<file path="src/rtl/arb_resp_demux_if.sv">
// ---------------------------------------------------------------------------
// arb_resp_demux_if
//   Slave-side request/response bus of the arbiter response demux.
//   Signal suffixes are from the point of view of the demux (the master):
//     slv_req_o        request valid towards the slave
//     slv_gnt_i        slave accepts the request
//     slv_rsp_valid_i  slave response valid (responses come back in order)
//     slv_rsp_data_i   slave response payload, DataWidth bits
//     slv_rsp_ready_o  demux accepts the response
//   Modports: master = demux side, slave = slave/memory side.
// ---------------------------------------------------------------------------
interface arb_resp_demux_if #(
  parameter int DataWidth = 32
);
  logic                 slv_req_o;
  logic                 slv_gnt_i;
  logic                 slv_rsp_valid_i;
  logic [DataWidth-1:0] slv_rsp_data_i;
  logic                 slv_rsp_ready_o;

  modport master (
    output slv_req_o,
    input  slv_gnt_i,
    input  slv_rsp_valid_i,
    input  slv_rsp_data_i,
    output slv_rsp_ready_o
  );

  modport slave (
    input  slv_req_o,
    output slv_gnt_i,
    output slv_rsp_valid_i,
    output slv_rsp_data_i,
    input  slv_rsp_ready_o
  );
endinterface

</file>
<file path="src/rtl/arb_resp_demux.sv">
// ---------------------------------------------------------------------------
// arb_resp_demux
//   Sits behind the round-robin arbitration tree. Forwards the arbitrated
//   request to one slave port, remembers the winning input index of each
//   accepted request in an in-order FIFO, and steers every in-order slave
//   response back to the input that issued it. The FIFO depth bounds the
//   number of outstanding transactions; when it is full the arbiter is
//   back-pressured.
//
//   Ports:
//     clk_i, rst_ni     clock (rising edge), synchronous active-low reset
//     flush_i           synchronous clear of the tracking FIFO
//     arb_req_i/idx_i   arbitrated request valid and winning input index
//     arb_gnt_o         grant back to the arbiter
//     slv               slave bus (arb_resp_demux_if.master)
//     rsp_valid_o       per-input response valid, one-hot or zero
//     rsp_data_o        response payload broadcast to all inputs
//     rsp_ready_i       per-input response ready
//     outstanding_o     current FIFO occupancy
//     err_o             sticky flag: response seen while nothing outstanding
//
//   Optional feature macro: ARB_RESP_DEMUX_ERR_EN builds the error detector;
//   without it err_o is tied low.
// ---------------------------------------------------------------------------
module arb_resp_demux #(
  parameter int NumIn          = 4,
  parameter int DataWidth      = 32,
  parameter int MaxOutstanding = 4,
  localparam int IdxWidth      = $clog2(NumIn),
  localparam int CntWidth      = $clog2(MaxOutstanding + 1)
) (
  input  logic                 clk_i,
  input  logic                 rst_ni,
  input  logic                 flush_i,
  input  logic                 arb_req_i,
  input  logic [IdxWidth-1:0]  arb_idx_i,
  output logic                 arb_gnt_o,
  arb_resp_demux_if.master     slv,
  output logic [NumIn-1:0]     rsp_valid_o,
  output logic [DataWidth-1:0] rsp_data_o,
  input  logic [NumIn-1:0]     rsp_ready_i,
  output logic [CntWidth-1:0]  outstanding_o,
  output logic                 err_o
);

  localparam int PtrWidth = (MaxOutstanding > 1) ? $clog2(MaxOutstanding) : 1;
  localparam logic [PtrWidth-1:0] LastPtr = PtrWidth'(MaxOutstanding - 1);
  localparam logic [CntWidth-1:0] FullCnt = CntWidth'(MaxOutstanding);

  logic [IdxWidth-1:0] fifo_q [MaxOutstanding];
  logic [PtrWidth-1:0] wr_ptr_q, wr_ptr_d;
  logic [PtrWidth-1:0] rd_ptr_q, rd_ptr_d;
  logic [CntWidth-1:0] count_q, count_d;

  logic                full, empty, push, pop;
  logic [IdxWidth-1:0] head;

  assign full  = (count_q == FullCnt);
  assign empty = (count_q == '0);
  assign head  = fifo_q[rd_ptr_q];

  // Request path. Full gates the push even if a pop happens this cycle, so
  // the grant never depends on the response handshake.
  assign slv.slv_req_o = arb_req_i & ~full;
  assign arb_gnt_o     = slv.slv_gnt_i & arb_req_i & ~full;
  assign push          = arb_gnt_o;

  // Response path: only the input at the FIFO head may see a valid.
  for (genvar gi = 0; gi < NumIn; gi++) begin : g_rsp_valid
    assign rsp_valid_o[gi] = slv.slv_rsp_valid_i & ~empty & (head == IdxWidth'(gi));
  end

  assign slv.slv_rsp_ready_o = ~empty & rsp_ready_i[head];
  assign rsp_data_o          = slv.slv_rsp_data_i;
  assign pop                 = slv.slv_rsp_valid_i & slv.slv_rsp_ready_o;

  // Next-state for pointers (wrap at MaxOutstanding-1) and occupancy.
  always_comb begin
    wr_ptr_d = wr_ptr_q;
    rd_ptr_d = rd_ptr_q;
    count_d  = count_q;
    if (push) begin
      wr_ptr_d = (wr_ptr_q == LastPtr) ? '0 : wr_ptr_q + 1'b1;
    end
    if (pop) begin
      rd_ptr_d = (rd_ptr_q == LastPtr) ? '0 : rd_ptr_q + 1'b1;
    end
    unique case ({push, pop})
      2'b10:   count_d = count_q + 1'b1;
      2'b01:   count_d = count_q - 1'b1;
      default: count_d = count_q;
    endcase
  end

  always_ff @(posedge clk_i) begin
    if (!rst_ni) begin
      wr_ptr_q <= '0;
      rd_ptr_q <= '0;
      count_q  <= '0;
    end else if (flush_i) begin
      wr_ptr_q <= '0;
      rd_ptr_q <= '0;
      count_q  <= '0;
    end else begin
      wr_ptr_q <= wr_ptr_d;
      rd_ptr_q <= rd_ptr_d;
      count_q  <= count_d;
    end
  end

  // Index storage needs no reset: entries are only read while count_q > 0.
  always_ff @(posedge clk_i) begin
    if (push && !flush_i) begin
      fifo_q[wr_ptr_q] <= arb_idx_i;
    end
  end

  assign outstanding_o = count_q;

`ifdef ARB_RESP_DEMUX_ERR_EN
  logic err_q, err_d;

  // Sticky until reset; a flush in the same cycle masks the detection.
  assign err_d = err_q | (slv.slv_rsp_valid_i & empty & ~flush_i);

  always_ff @(posedge clk_i) begin
    if (!rst_ni) begin
      err_q <= 1'b0;
    end else begin
      err_q <= err_d;
    end
  end

  assign err_o = err_q;
`else
  assign err_o = 1'b0;
`endif

endmodule

</file>
<file path="src/flat_wrapper.sv">
// flat-port wrapper written by rule: the top's interface ports become plain ports
module arb_resp_demux_flat 
#(
  parameter int NumIn          = 4,
  parameter int DataWidth      = 32,
  parameter int MaxOutstanding = 4,
  localparam int IdxWidth      = $clog2(NumIn),
  localparam int CntWidth      = $clog2(MaxOutstanding + 1)
)
  (clk_i, rst_ni, flush_i, arb_req_i, arb_idx_i, arb_gnt_o, rsp_valid_o, rsp_data_o, rsp_ready_i, outstanding_o, err_o, slv_slv_req_o, slv_slv_gnt_i, slv_slv_rsp_valid_i, slv_slv_rsp_data_i, slv_slv_rsp_ready_o);
  arb_resp_demux_if #(.DataWidth(DataWidth)) slv_i ();
  input  logic clk_i;
  input  logic rst_ni;
  input  logic flush_i;
  input  logic arb_req_i;
  input  logic [IdxWidth-1:0] arb_idx_i;
  output logic arb_gnt_o;
  output logic [NumIn-1:0] rsp_valid_o;
  output logic [DataWidth-1:0] rsp_data_o;
  input  logic [NumIn-1:0] rsp_ready_i;
  output logic [CntWidth-1:0] outstanding_o;
  output logic err_o;
  output wire logic [$bits(slv_i.slv_req_o)-1:0] slv_slv_req_o;
  input wire logic [$bits(slv_i.slv_gnt_i)-1:0] slv_slv_gnt_i;
  input wire logic [$bits(slv_i.slv_rsp_valid_i)-1:0] slv_slv_rsp_valid_i;
  input wire logic [$bits(slv_i.slv_rsp_data_i)-1:0] slv_slv_rsp_data_i;
  output wire logic [$bits(slv_i.slv_rsp_ready_o)-1:0] slv_slv_rsp_ready_o;
  assign slv_slv_req_o = slv_i.slv_req_o;
  assign slv_i.slv_gnt_i = slv_slv_gnt_i;
  assign slv_i.slv_rsp_valid_i = slv_slv_rsp_valid_i;
  assign slv_i.slv_rsp_data_i = slv_slv_rsp_data_i;
  assign slv_slv_rsp_ready_o = slv_i.slv_rsp_ready_o;
  arb_resp_demux #(.NumIn(NumIn), .DataWidth(DataWidth), .MaxOutstanding(MaxOutstanding)) u_core (.clk_i(clk_i), .rst_ni(rst_ni), .flush_i(flush_i), .arb_req_i(arb_req_i), .arb_idx_i(arb_idx_i), .arb_gnt_o(arb_gnt_o), .slv(slv_i), .rsp_valid_o(rsp_valid_o), .rsp_data_o(rsp_data_o), .rsp_ready_i(rsp_ready_i), .outstanding_o(outstanding_o), .err_o(err_o));
endmodule
</file>
<file path="config.mk">
export PLATFORM = sky130hd
export DESIGN_NAME = arb_resp_demux_flat
export DESIGN_NICKNAME = d
export VERILOG_FILES = /design/src/rtl/arb_resp_demux_if.sv /design/src/rtl/arb_resp_demux.sv /design/src/flat_wrapper.sv
export SDC_FILE = /design/constraint.sdc
export NUM_CORES = 1
export LEC_CHECK = 0
export BUFFER_PORTS_ARGS = -buffer_cell sky130_fd_sc_hd__buf_2
export CAP_MARGIN = 20
export CORE_UTILIZATION = 42
export CTS_BUF_LIST = sky130_fd_sc_hd__clkbuf_16
export CTS_CLUSTER_DIAMETER = 100
export DETAILED_ROUTE_END_ITERATION = 10
export GPL_TIMING_DRIVEN = 0
export PLACE_DENSITY_LB_ADDON = 0.2
export SYNTH_ARGS = -nofsm -noshare
export SYNTH_HDL_FRONTEND = slang
export SYNTH_SLANG_ARGS = --single-unit
export TNS_END_PERCENT = 100
</file>
<file path="constraint.sdc">
create_clock -name clk_i -period 5.4 [get_ports clk_i]
set_clock_uncertainty 0.2 [all_clocks]
set_input_delay 0.27 -clock clk_i [delete_from_list [all_inputs] [get_ports clk_i]]
set_output_delay 0.27 -clock clk_i [all_outputs]
set_load 0.01 [all_outputs]
</file>
==> results_dict.tcl <==
set metrics [dict create \
    synth_edf_count 8 \
    final.min_clock_period_ps 2950 \
    ctsHtreeMaxLevel 1 \
    layoutNonFillerInstCount 197 \
    cp.required_ps 5380 \
    yosys_warnings 0 \
    pre_cts_slack_ps 2420 \
    fp.dieH_microns 53.4 \
    clock-sinks 17 \
    syn_area_sq_um 1110 \
    dr.pass1.iters 2 \
    outcome "completed" \
    ys_seq_area_share_pct 37.9 \
    drt_wl_total_mm 2.18 \
    start_util_pct 44.7 \
    worst_slack_ps 2450 \
    finalSetupTns_ps 0 \
    timing.slew.headroom_pct 46.3 \
    yosysMostFrequentCell "buf_4" \
    path_clk_slew_ps 50 \
    synth_cells 110 \
    ant_nets 0 \
    nets 219 \
    ctsResizeCount 0 \
    p_comb_share_pct 16.5 \
    cp_max_fo 4 \
    gp_congestion 0.705 \
    async_reset_ff_share_pct 0 \
    finish.utilization_pct 60.3 \
    netSwitchingPower_uw 71.2 \
    cts_tree "done" \
    drtIter0Drc 7 \
    synthFlopType "dfxtp_1" \
    p_sw_share_pct 20.9 \
    holdWs_ps 41.4 \
    wl_per_cell_microns 11.1 \
    clockPowerShare_pct 43.0 \
    end_kind "register" \
    ys_ff_latch 17 \
    die_w_microns 53.4 \
    grt_remaining_overflow 0 \
    insertion_delay_ps 250 \
    dr_total_vias 914 \
    cts_made_buffers 3 \
    crit_path_start_kind "register" \
    grt_pass1_wl_mm 2.99 \
    fin_crit_sh_pct 54.7 \
    hp-class "input port to register" \
    criticalPathCategory "register to register" \
    grt_pass1_vias 770 \
    synth_top_area_share_pct 22.3 \
    clock_tree.root_cell "clkbuf_16" \
    drc_errors 0 \
    syn_avg_cell_area_sq_um 10.1 \
    syn_to_final_growth_pct 34.6 \
    placed_cell_area_sq_um 1410 \
    setup_viol 0 \
    p_leak_nw 0.747 \
    final_area_sq_um 1490 \
    io_pins 87 \
    clockBufferDepth 2 \
    dpl.hpwl_mm 1.94 \
    maxCapViolations 0 \
    coreArea_sq_um 2480 \
    grtUsageTotal_pct 15.3 \
    synth_common_cells "buf_4 (33), nor2_1 (10), dfxtp_1 (9), edfxtp_1 (8), inv_1 (8)" \
    total_power_uw 340 \
    ir_drop_mv 0.248 \
    grt_antenna_before_repair 0 \
    diodes 0 \
    grt_max_degree 12 \
    dieArea_sq_um 2850 \
    power.density_nw_per_um2 228 \
    post-cts-setup-buffers 0 \
    fp-row-count 18 \
    rsz0062_at_grt "no" \
    synth_top_area_cell "buf_4" \
    via_per_inst 4.64 \
    hold_violations 0 \
    num-fill-cells 210 \
    drv_slew 0 \
    drive_above_1_share_pct 56.9 \
    syn_nets 161 \
    p_int_uw 269 \
    pwr-share-seq_pct 40.5 \
    ys_types 26 \
    worst_ep_arrival_time_ps 2930 \
    fmax_mhz 339 \
    postCtsHoldBufs 0 \
    tightestPinTransition_ps 793 \
    synth.area.top_cells "buf_4 (22%), edfxtp_1 (22%), dfxtp_1 (16%), ha_1 (6.8%), mux2i_1 (4.5%)" \
    place_inst 193 \
    portBuffers 53 \
]
## worst max-delay path, cell delays in order (launching register included)
cell and delay (ps):
dfxtp_1 370, mux4_2 550, or2_4 260, o22ai_2 250, ha_1 230, inv_1 60, fa_1 370, xor2_1 150
or3_1 300, a21oi_1 130
## power groups by stage
stage | Clock, mW | Combinational [mW] | Sequential, mW
2_1_floorplan | 0 | 0.0367 | 0.140
3_3_place_gp | 0 | 0.0558 | 0.140
3_5_place_dp | 0 | 0.0568 | 0.140
4_1_cts | 0.149 | 0.0571 | 0.138
5_1_grt | 0.158 | 0.0622 | 0.138
6_report | 0.146 | 0.0563 | 0.138
## worst paths after layout
path,from,endpoint,slack (ps),cells past startpoint
max,register,u_core.outstanding_o[2]$_SDFFE_PP0P_,2450,9
max reg2reg,register,u_core.outstanding_o[2]$_SDFFE_PP0P_,2450,9
min reg2reg,u_core.rd_ptr_q[0]$_SDFFE_PP0N_,register,320,2
min,arb_idx_i[1],u_core.fifo_q[3][1]$_DFFE_PP_,40,1
## routing by layer
layer,vias to the layer above,track usage (%),wire (microns)
li1,445,-,-
met1,403,12.7,652
met2,62,32.7,1240
met3,4,2.30,258
met4,0,7.89,34
met5,-,0,0
## cell families after synthesis
| group | Yosys count | synth area share (%) |
|---|---|---|
| simple gates | 26 | 12.1 |
| fa+ha+maj | 7 | 8.58 |
| other cells | 1 | 0.338 |
| buf+inv | 41 | 25.1 |
| xor+xnor | 2 | 1.58 |
| compound gates | 9 | 5.87 |
| flops | 17 | 37.9 |
| mux | 7 | 8.58 |
## area by class of cell
class                   count  area (sq um)  area share (%)
clock buffers               3          75.1            5.03
multi-input cells          52           410            27.5
repair buffers             53           265            17.8
flip-flops and latches     17           420            28.2
inverters                   8          30.0            2.01
plain buffers              33           248            16.6
clock inverters             1          6.26           0.419
well taps                  30          37.5            2.51
## placed cells by master, fill, tap and decap left out, drive strengths merged, types with 2 or more instances in the layout
cell type  instances
a21oi              3
nand2              4
or3                3
and2               4
edfxtp             8
buf               86
nor2              10
xor2               2
inv                9
mux4               2
dfxtp              9
mux2i              5
clkbuf             3
ha                 6
No activity file was read; power rests on OpenSTA's default activity.
